--- src/rtl/intersection_phase_sequencer_if.sv ---
// Signal bundle between the intersection phase sequencer and its environment:
// vehicle/pedestrian demand inputs, lamp drives, walk acknowledge and debug phase.
interface intersection_phase_sequencer_if;
  logic       S;
  logic       ped_req;
  logic       ped_ack;
  logic       hw_r;
  logic       hw_y;
  logic       hw_g;
  logic       cr_r;
  logic       cr_y;
  logic       cr_g;
  logic       walk;
  logic [2:0] phase;

  // Environment side: sensors/buttons in, lamps observed.
  modport master (
    output S, ped_req,
    input  ped_ack, hw_r, hw_y, hw_g, cr_r, cr_y, cr_g, walk, phase
  );

  // Controller side.
  modport slave (
    input  S, ped_req,
    output ped_ack, hw_r, hw_y, hw_g, cr_r, cr_y, cr_g, walk, phase
  );
endinterface

--- src/rtl/intersection_phase_sequencer.sv ---
// Moore-style timed phase sequencer for a highway / country-road intersection
// with a latched pedestrian walk phase served between the two roads.
module intersection_phase_sequencer #(
  parameter int HW_MIN = 8,
  parameter int CR_MAX = 6,
  parameter int YEL_T  = 3,
  parameter int AR_T   = 1,
  parameter int WALK_T = 4,
  parameter int CW     = 4
) (
  input  logic                          clk,
  input  logic                          reset,
  intersection_phase_sequencer_if.slave sig
);

  typedef enum logic [2:0] {
    HW_G    = 3'd0,
    HW_Y    = 3'd1,
    AR1     = 3'd2,
    CR_G    = 3'd3,
    CR_Y    = 3'd4,
    AR2     = 3'd5,
    WALK    = 3'd6,
    ILLEGAL = 3'd7
  } state_t;

  // Terminal timer values: a phase of duration N ends when timer == N-1.
  localparam logic [CW-1:0] HW_LAST   = CW'(HW_MIN - 1);
  localparam logic [CW-1:0] CR_LAST   = CW'(CR_MAX - 1);
  localparam logic [CW-1:0] YEL_LAST  = CW'(YEL_T - 1);
  localparam logic [CW-1:0] AR_LAST   = CW'(AR_T - 1);
  localparam logic [CW-1:0] WALK_LAST = CW'(WALK_T - 1);

  state_t        state, state_nxt;
  logic [CW-1:0] timer, timer_nxt;
  logic          ped_pending, pend_nxt;

  always_ff @(posedge clk) begin
    if (reset) begin
      state       <= HW_G;
      timer       <= '0;
      ped_pending <= 1'b0;
    end else begin
      state       <= state_nxt;
      timer       <= timer_nxt;
      ped_pending <= pend_nxt;
    end
  end

  // Next-state logic.
  always_comb begin
    state_nxt = state;
    unique case (state)
      HW_G: begin
        if ((timer >= HW_LAST) && (sig.S || ped_pending)) state_nxt = HW_Y;
      end
      HW_Y: begin
        if (timer == YEL_LAST) state_nxt = AR1;
      end
      AR1: begin
        if (timer == AR_LAST) begin
          if (ped_pending)     state_nxt = WALK;
          else if (sig.S)      state_nxt = CR_G;
          else                 state_nxt = HW_G;
        end
      end
      WALK: begin
        if (timer == WALK_LAST) state_nxt = sig.S ? CR_G : HW_G;
      end
      CR_G: begin
        if (!sig.S || (timer == CR_LAST)) state_nxt = CR_Y;
      end
      CR_Y: begin
        if (timer == YEL_LAST) state_nxt = AR2;
      end
      AR2: begin
        if (timer == AR_LAST) state_nxt = HW_G;
      end
      default: state_nxt = HW_G;
    endcase
  end

  // Phase timer: restarts on every phase change; highway green parks at its
  // minimum so an idle highway can hold green indefinitely without wrapping.
  always_comb begin
    timer_nxt = timer + 1'b1;
    if (state_nxt != state)
      timer_nxt = '0;
    else if ((state == HW_G) && (timer >= HW_LAST))
      timer_nxt = HW_LAST;
  end

  // Pedestrian latch: cleared when walk is granted (wins over a new press on
  // that same edge); presses during an active walk are already being served.
  always_comb begin
    pend_nxt = ped_pending;
    if ((state == AR1) && (state_nxt == WALK))
      pend_nxt = 1'b0;
    else if (sig.ped_req && (state != WALK))
      pend_nxt = 1'b1;
  end

  // Lamp decode from the state register only.
  always_comb begin
    sig.hw_r    = 1'b0;
    sig.hw_y    = 1'b0;
    sig.hw_g    = 1'b0;
    sig.cr_r    = 1'b0;
    sig.cr_y    = 1'b0;
    sig.cr_g    = 1'b0;
    sig.walk    = 1'b0;
    sig.ped_ack = 1'b0;
    sig.phase   = state;
    unique case (state)
      HW_G: begin
        sig.hw_g = 1'b1;
        sig.cr_r = 1'b1;
      end
      HW_Y: begin
        sig.hw_y = 1'b1;
        sig.cr_r = 1'b1;
      end
      CR_G: begin
        sig.hw_r = 1'b1;
        sig.cr_g = 1'b1;
      end
      CR_Y: begin
        sig.hw_r = 1'b1;
        sig.cr_y = 1'b1;
      end
      WALK: begin
        sig.hw_r    = 1'b1;
        sig.cr_r    = 1'b1;
        sig.walk    = 1'b1;
        sig.ped_ack = (timer == '0);
      end
      default: begin
        // AR1, AR2 and the illegal code all show red both ways.
        sig.hw_r = 1'b1;
        sig.cr_r = 1'b1;
      end
    endcase
  end

  // Safety invariants on the lamp drive.
  a_hw_onehot : assert property (@(posedge clk) $onehot({sig.hw_r, sig.hw_y, sig.hw_g}));
  a_cr_onehot : assert property (@(posedge clk) $onehot({sig.cr_r, sig.cr_y, sig.cr_g}));
  a_no_conflict : assert property (@(posedge clk) !(sig.walk && !(sig.hw_r && sig.cr_r)));

endmodule

--- src/flat_wrapper.sv ---
// flat-port wrapper written by rule: the top's interface ports become plain ports
module intersection_phase_sequencer_flat 
#(
  parameter int HW_MIN = 8,
  parameter int CR_MAX = 6,
  parameter int YEL_T  = 3,
  parameter int AR_T   = 1,
  parameter int WALK_T = 4,
  parameter int CW     = 4
)
  (clk, reset, sig_S, sig_ped_req, sig_ped_ack, sig_hw_r, sig_hw_y, sig_hw_g, sig_cr_r, sig_cr_y, sig_cr_g, sig_walk, sig_phase);
  intersection_phase_sequencer_if sig_i ();
  input  logic clk;
  input  logic reset;
  input wire logic [$bits(sig_i.S)-1:0] sig_S;
  input wire logic [$bits(sig_i.ped_req)-1:0] sig_ped_req;
  output wire logic [$bits(sig_i.ped_ack)-1:0] sig_ped_ack;
  output wire logic [$bits(sig_i.hw_r)-1:0] sig_hw_r;
  output wire logic [$bits(sig_i.hw_y)-1:0] sig_hw_y;
  output wire logic [$bits(sig_i.hw_g)-1:0] sig_hw_g;
  output wire logic [$bits(sig_i.cr_r)-1:0] sig_cr_r;
  output wire logic [$bits(sig_i.cr_y)-1:0] sig_cr_y;
  output wire logic [$bits(sig_i.cr_g)-1:0] sig_cr_g;
  output wire logic [$bits(sig_i.walk)-1:0] sig_walk;
  output wire logic [$bits(sig_i.phase)-1:0] sig_phase;
  assign sig_i.S = sig_S;
  assign sig_i.ped_req = sig_ped_req;
  assign sig_ped_ack = sig_i.ped_ack;
  assign sig_hw_r = sig_i.hw_r;
  assign sig_hw_y = sig_i.hw_y;
  assign sig_hw_g = sig_i.hw_g;
  assign sig_cr_r = sig_i.cr_r;
  assign sig_cr_y = sig_i.cr_y;
  assign sig_cr_g = sig_i.cr_g;
  assign sig_walk = sig_i.walk;
  assign sig_phase = sig_i.phase;
  intersection_phase_sequencer #(.HW_MIN(HW_MIN), .CR_MAX(CR_MAX), .YEL_T(YEL_T), .AR_T(AR_T), .WALK_T(WALK_T), .CW(CW)) u_core (.clk(clk), .reset(reset), .sig(sig_i));
endmodule
--- config.mk ---
export PLATFORM = sky130hd
export DESIGN_NAME = intersection_phase_sequencer_flat
export DESIGN_NICKNAME = d
export VERILOG_FILES = /design/src/rtl/intersection_phase_sequencer_if.sv /design/src/rtl/intersection_phase_sequencer.sv /design/src/flat_wrapper.sv
export SDC_FILE = /design/constraint.sdc
export NUM_CORES = 1
export LEC_CHECK = 0
export ABC_AREA = 0
export CAP_MARGIN = 5
export CORE_MARGIN = 2
export CORE_UTILIZATION = 48
export DETAILED_ROUTE_END_ITERATION = 16
export PLACE_DENSITY_LB_ADDON = 0.05
export SKIP_LAST_GASP = 1
export SYNTH_ARGS = -nofsm -noshare
export SYNTH_HDL_FRONTEND = slang
export SYNTH_SLANG_ARGS = --single-unit
export TNS_END_PERCENT = 100
--- constraint.sdc ---
create_clock -name clk -period 2.1 [get_ports clk]
set_clock_uncertainty 0.2 [all_clocks]
set_input_delay 0.42 -clock clk [delete_from_list [all_inputs] [get_ports clk]]
set_output_delay 0.42 -clock clk [all_outputs]
set_load 0.05 [all_outputs]
==> impl_metrics.csv <==
group,metric,value,unit
run_status,outcome,"completed",
timing,whs,380.0,ps
synth,syn_avg_cell_area,9.367,µm²
global_routing,grt_max_degree,15,
layout,fin_nets,107,
layout,diodes,0,
synth,syn_inst,74,
pwr,total_power,993.3,µW
pwr,peakVddDrop,0.6284,mV
layout,final_core_util,81.58,%
cts,clkSinkCount,8,
timing,slew_headroom,73.83,%
layout,fin_area,0.001075,mm²
layout,final-seq-area,171.4,µm²
timing,tightest_slew,389.2,ps
synth,synth_flop_cell,"dfxtp_1",
critical_path,crit_fanout,3,
synth,synth.area.top_cells,"dfxtp_1 (23%), ha_1 (7.2%), buf_6 (4.9%)",
pwr,power_density,924.2,mW/mm²
global_routing,first_global_vias,643,
floorplanning,core,0.001318,mm²
place,dp_cells,102,
synth,ys_seq_area_share,23.10,%
critical_path,critical_path_arrival,1460,ps
min_path,hold_class,"reg2reg",
run,max-cap-violations,0,
layout,fill_cells,81,
synth,yosys_warnings,0,
global_routing,grt_remaining_overflow,0,
cts,cts_buffers,3,
synth,synth.most_common_cell,"dfxtp_1",
routing,viasPerCell,6.250,
floorplanning,die_w,42,µm
cts,root_buffer,"clkbuf_4",
synth,synth_common_cells,"dfxtp_1 (8), nor2_1 (6), nand3_1 (5)",
floorplanning,rows,13,
place,placed_cell_area,948.4,µm²
place,post-dp-hpwl,1234,µm
layout,final_layout_size_suffix_gt1_share,60.82,%
routing,drt.antenna.violating_nets,0,
synth,async_flop_share,0,%
critical_path,start_kind,"register",
place,pre_cts_slack,6.406,ps
cts,clk_pin_slew,60,ps
floorplanning,die_area,0.001764,mm²
layout,multi_input_area,556.8,µm²
global_routing,grt_pass1_wl,2953,µm
layout,area_growth,55.05,%
critical_path,crit_type,"reg2out",
cts,postCtsHoldBufs,0,
synth,yosysTopAreaCell,"dfxtp_1",
synth,synth_fp_nets,82,
routing,drt-total-wl,1962,µm
timing,period_share,98.89,%
timing,setup_viol,0,
floorplanning,chipHeight,42,µm
timing,fmax,481.5,MHz
pwr,p_leak,0.3921,nW
place,io_buffers,14,
timing,hold_violations,0,
routing,wire_per_inst,17.52,µm
synth,synthesis.area,693.2,µm²
cts,clockBufferDepth,2,
synth,synth_cell_types,39,
critical_path,crit_required,1480,ps
cts,h-tree-depth,1,
cts,cts_tree,"built",
routing,drc,0,
layout,finalNonFillerCells,112,
timing,tns,0,ps
global_routing,grt_usage,22.40,%
synth,synth_edf_count,0,
cts,clk_latency,260,ps
synth,synth_seq_cells,8,
floorplanning,boundaryPins,15,
synth,synth_top_area_share,23.10,%
timing,period_minus_slack,2077,ps
timing,setup_slack,23.26,ps
routing,first_pass_iters,4,
place,place.gp.congestion,0.8255,
routing,via_count,700,
routing,drt_iter0_drc,18,
timing,maxSlewViolCount,0,
floorplanning,floorplan.initialDensity,52.61,%
critical_path,cp-end-kind,"output pin",
global_routing,antenna_found_initial,0,
[final timing paths]
| path | startpoint | depth (start not counted) | slack (ps) | endpoint |
|---|---|---|---|---|
| hold / removal | u_core.sig.phase[2] | 2 | 380 | u_core.sig.phase[2] |
| hold reg to reg | u_core.sig.phase[2] | 2 | 380 | u_core.sig.phase[2] |
| setup reg to reg | u_core.timer[0] | 7 | 60 | u_core.timer[2] |
| setup / recovery | u_core.timer[1] | 5 | 20 | sig_ped_ack |
[worst max-delay path, cell delays in order (launching register included)]
cell,delay (ps)
dfxtp_2,330
inv_2,80
ha_4,130
or3b_4,400
nor2_4,110
buf_12,140
[placed cells by master (no fill, tap or decap), types with 2 or more instances in the layout]
cell type / synthesis / routed
inv_2: 2 / 3
nor3_4: 0 / 3
a21oi_1: 4 / 4
nand2_1: 3 / 3
buf_12: 0 / 8
dfxtp_2: 0 / 3
dfxtp_1: 8 / 3
nor3_2: 3 / 3
nor2_1: 6 / 4
clkdlybuf4s50_1: 0 / 3
a211oi_2: 2 / 2
inv_1: 4 / 2
clkbuf_4: 0 / 3
ha_1: 4 / 2
nand3_1: 5 / 5
dfxtp_4: 0 / 2
buf_4: 0 / 12
ha_4: 0 / 2
[layout make-up]
class | instances | share of cell area (%)
Tap cell | 15 | 1.746
Timing Repair Buffer | 23 | 26.08
Clock buffer | 3 | 2.095
Multi-Input combinational cell | 57 | 51.80
Inverter | 6 | 2.328
Sequential cell | 8 | 15.95
[flip-flops by register name, summed over array words and instances, names as in the netlist]
register / cells
u_core.ped_pending: 1
u_core.timer: 4
u_core.sig.phase: 3
[power by group]
part	leakage (nW)	switching [mW]	internal, mW
registers	0.0681	0.0573	0.186
logic	0.310	0.323	0.298
clock network	0.0138	0.0624	0.0661
total	0.392	0.443	0.550
[per-layer routing]
layer	GRT usage [%]	share of wire, %	vias to the layer above
met5	0	0	-
met4	12.90	2.1	0
met3	3.017	6.1	6
met2	35.31	50	35
met1	29.02	41	335
li1	-	-	324
[timing repair]
action                                  CTS  global route
pin swaps                                 2             4
resized for setup                         8             6
endpoints found under the setup margin    1             6
setup buffers                             5             2
[logic make-up (layout without fill, tap and decap cells)]
family,Yosys count,after routing,share of synthesized area (%)
flops,8,8,23.10
fa+ha+maj,4,4,7.221
simple gates,32,32,31.59
mux,1,1,1.624
buf+inv,9,32,8.122
compound gates,18,18,25.81
xor+xnor,2,2,2.528
(Power assumes the default switching activity.)
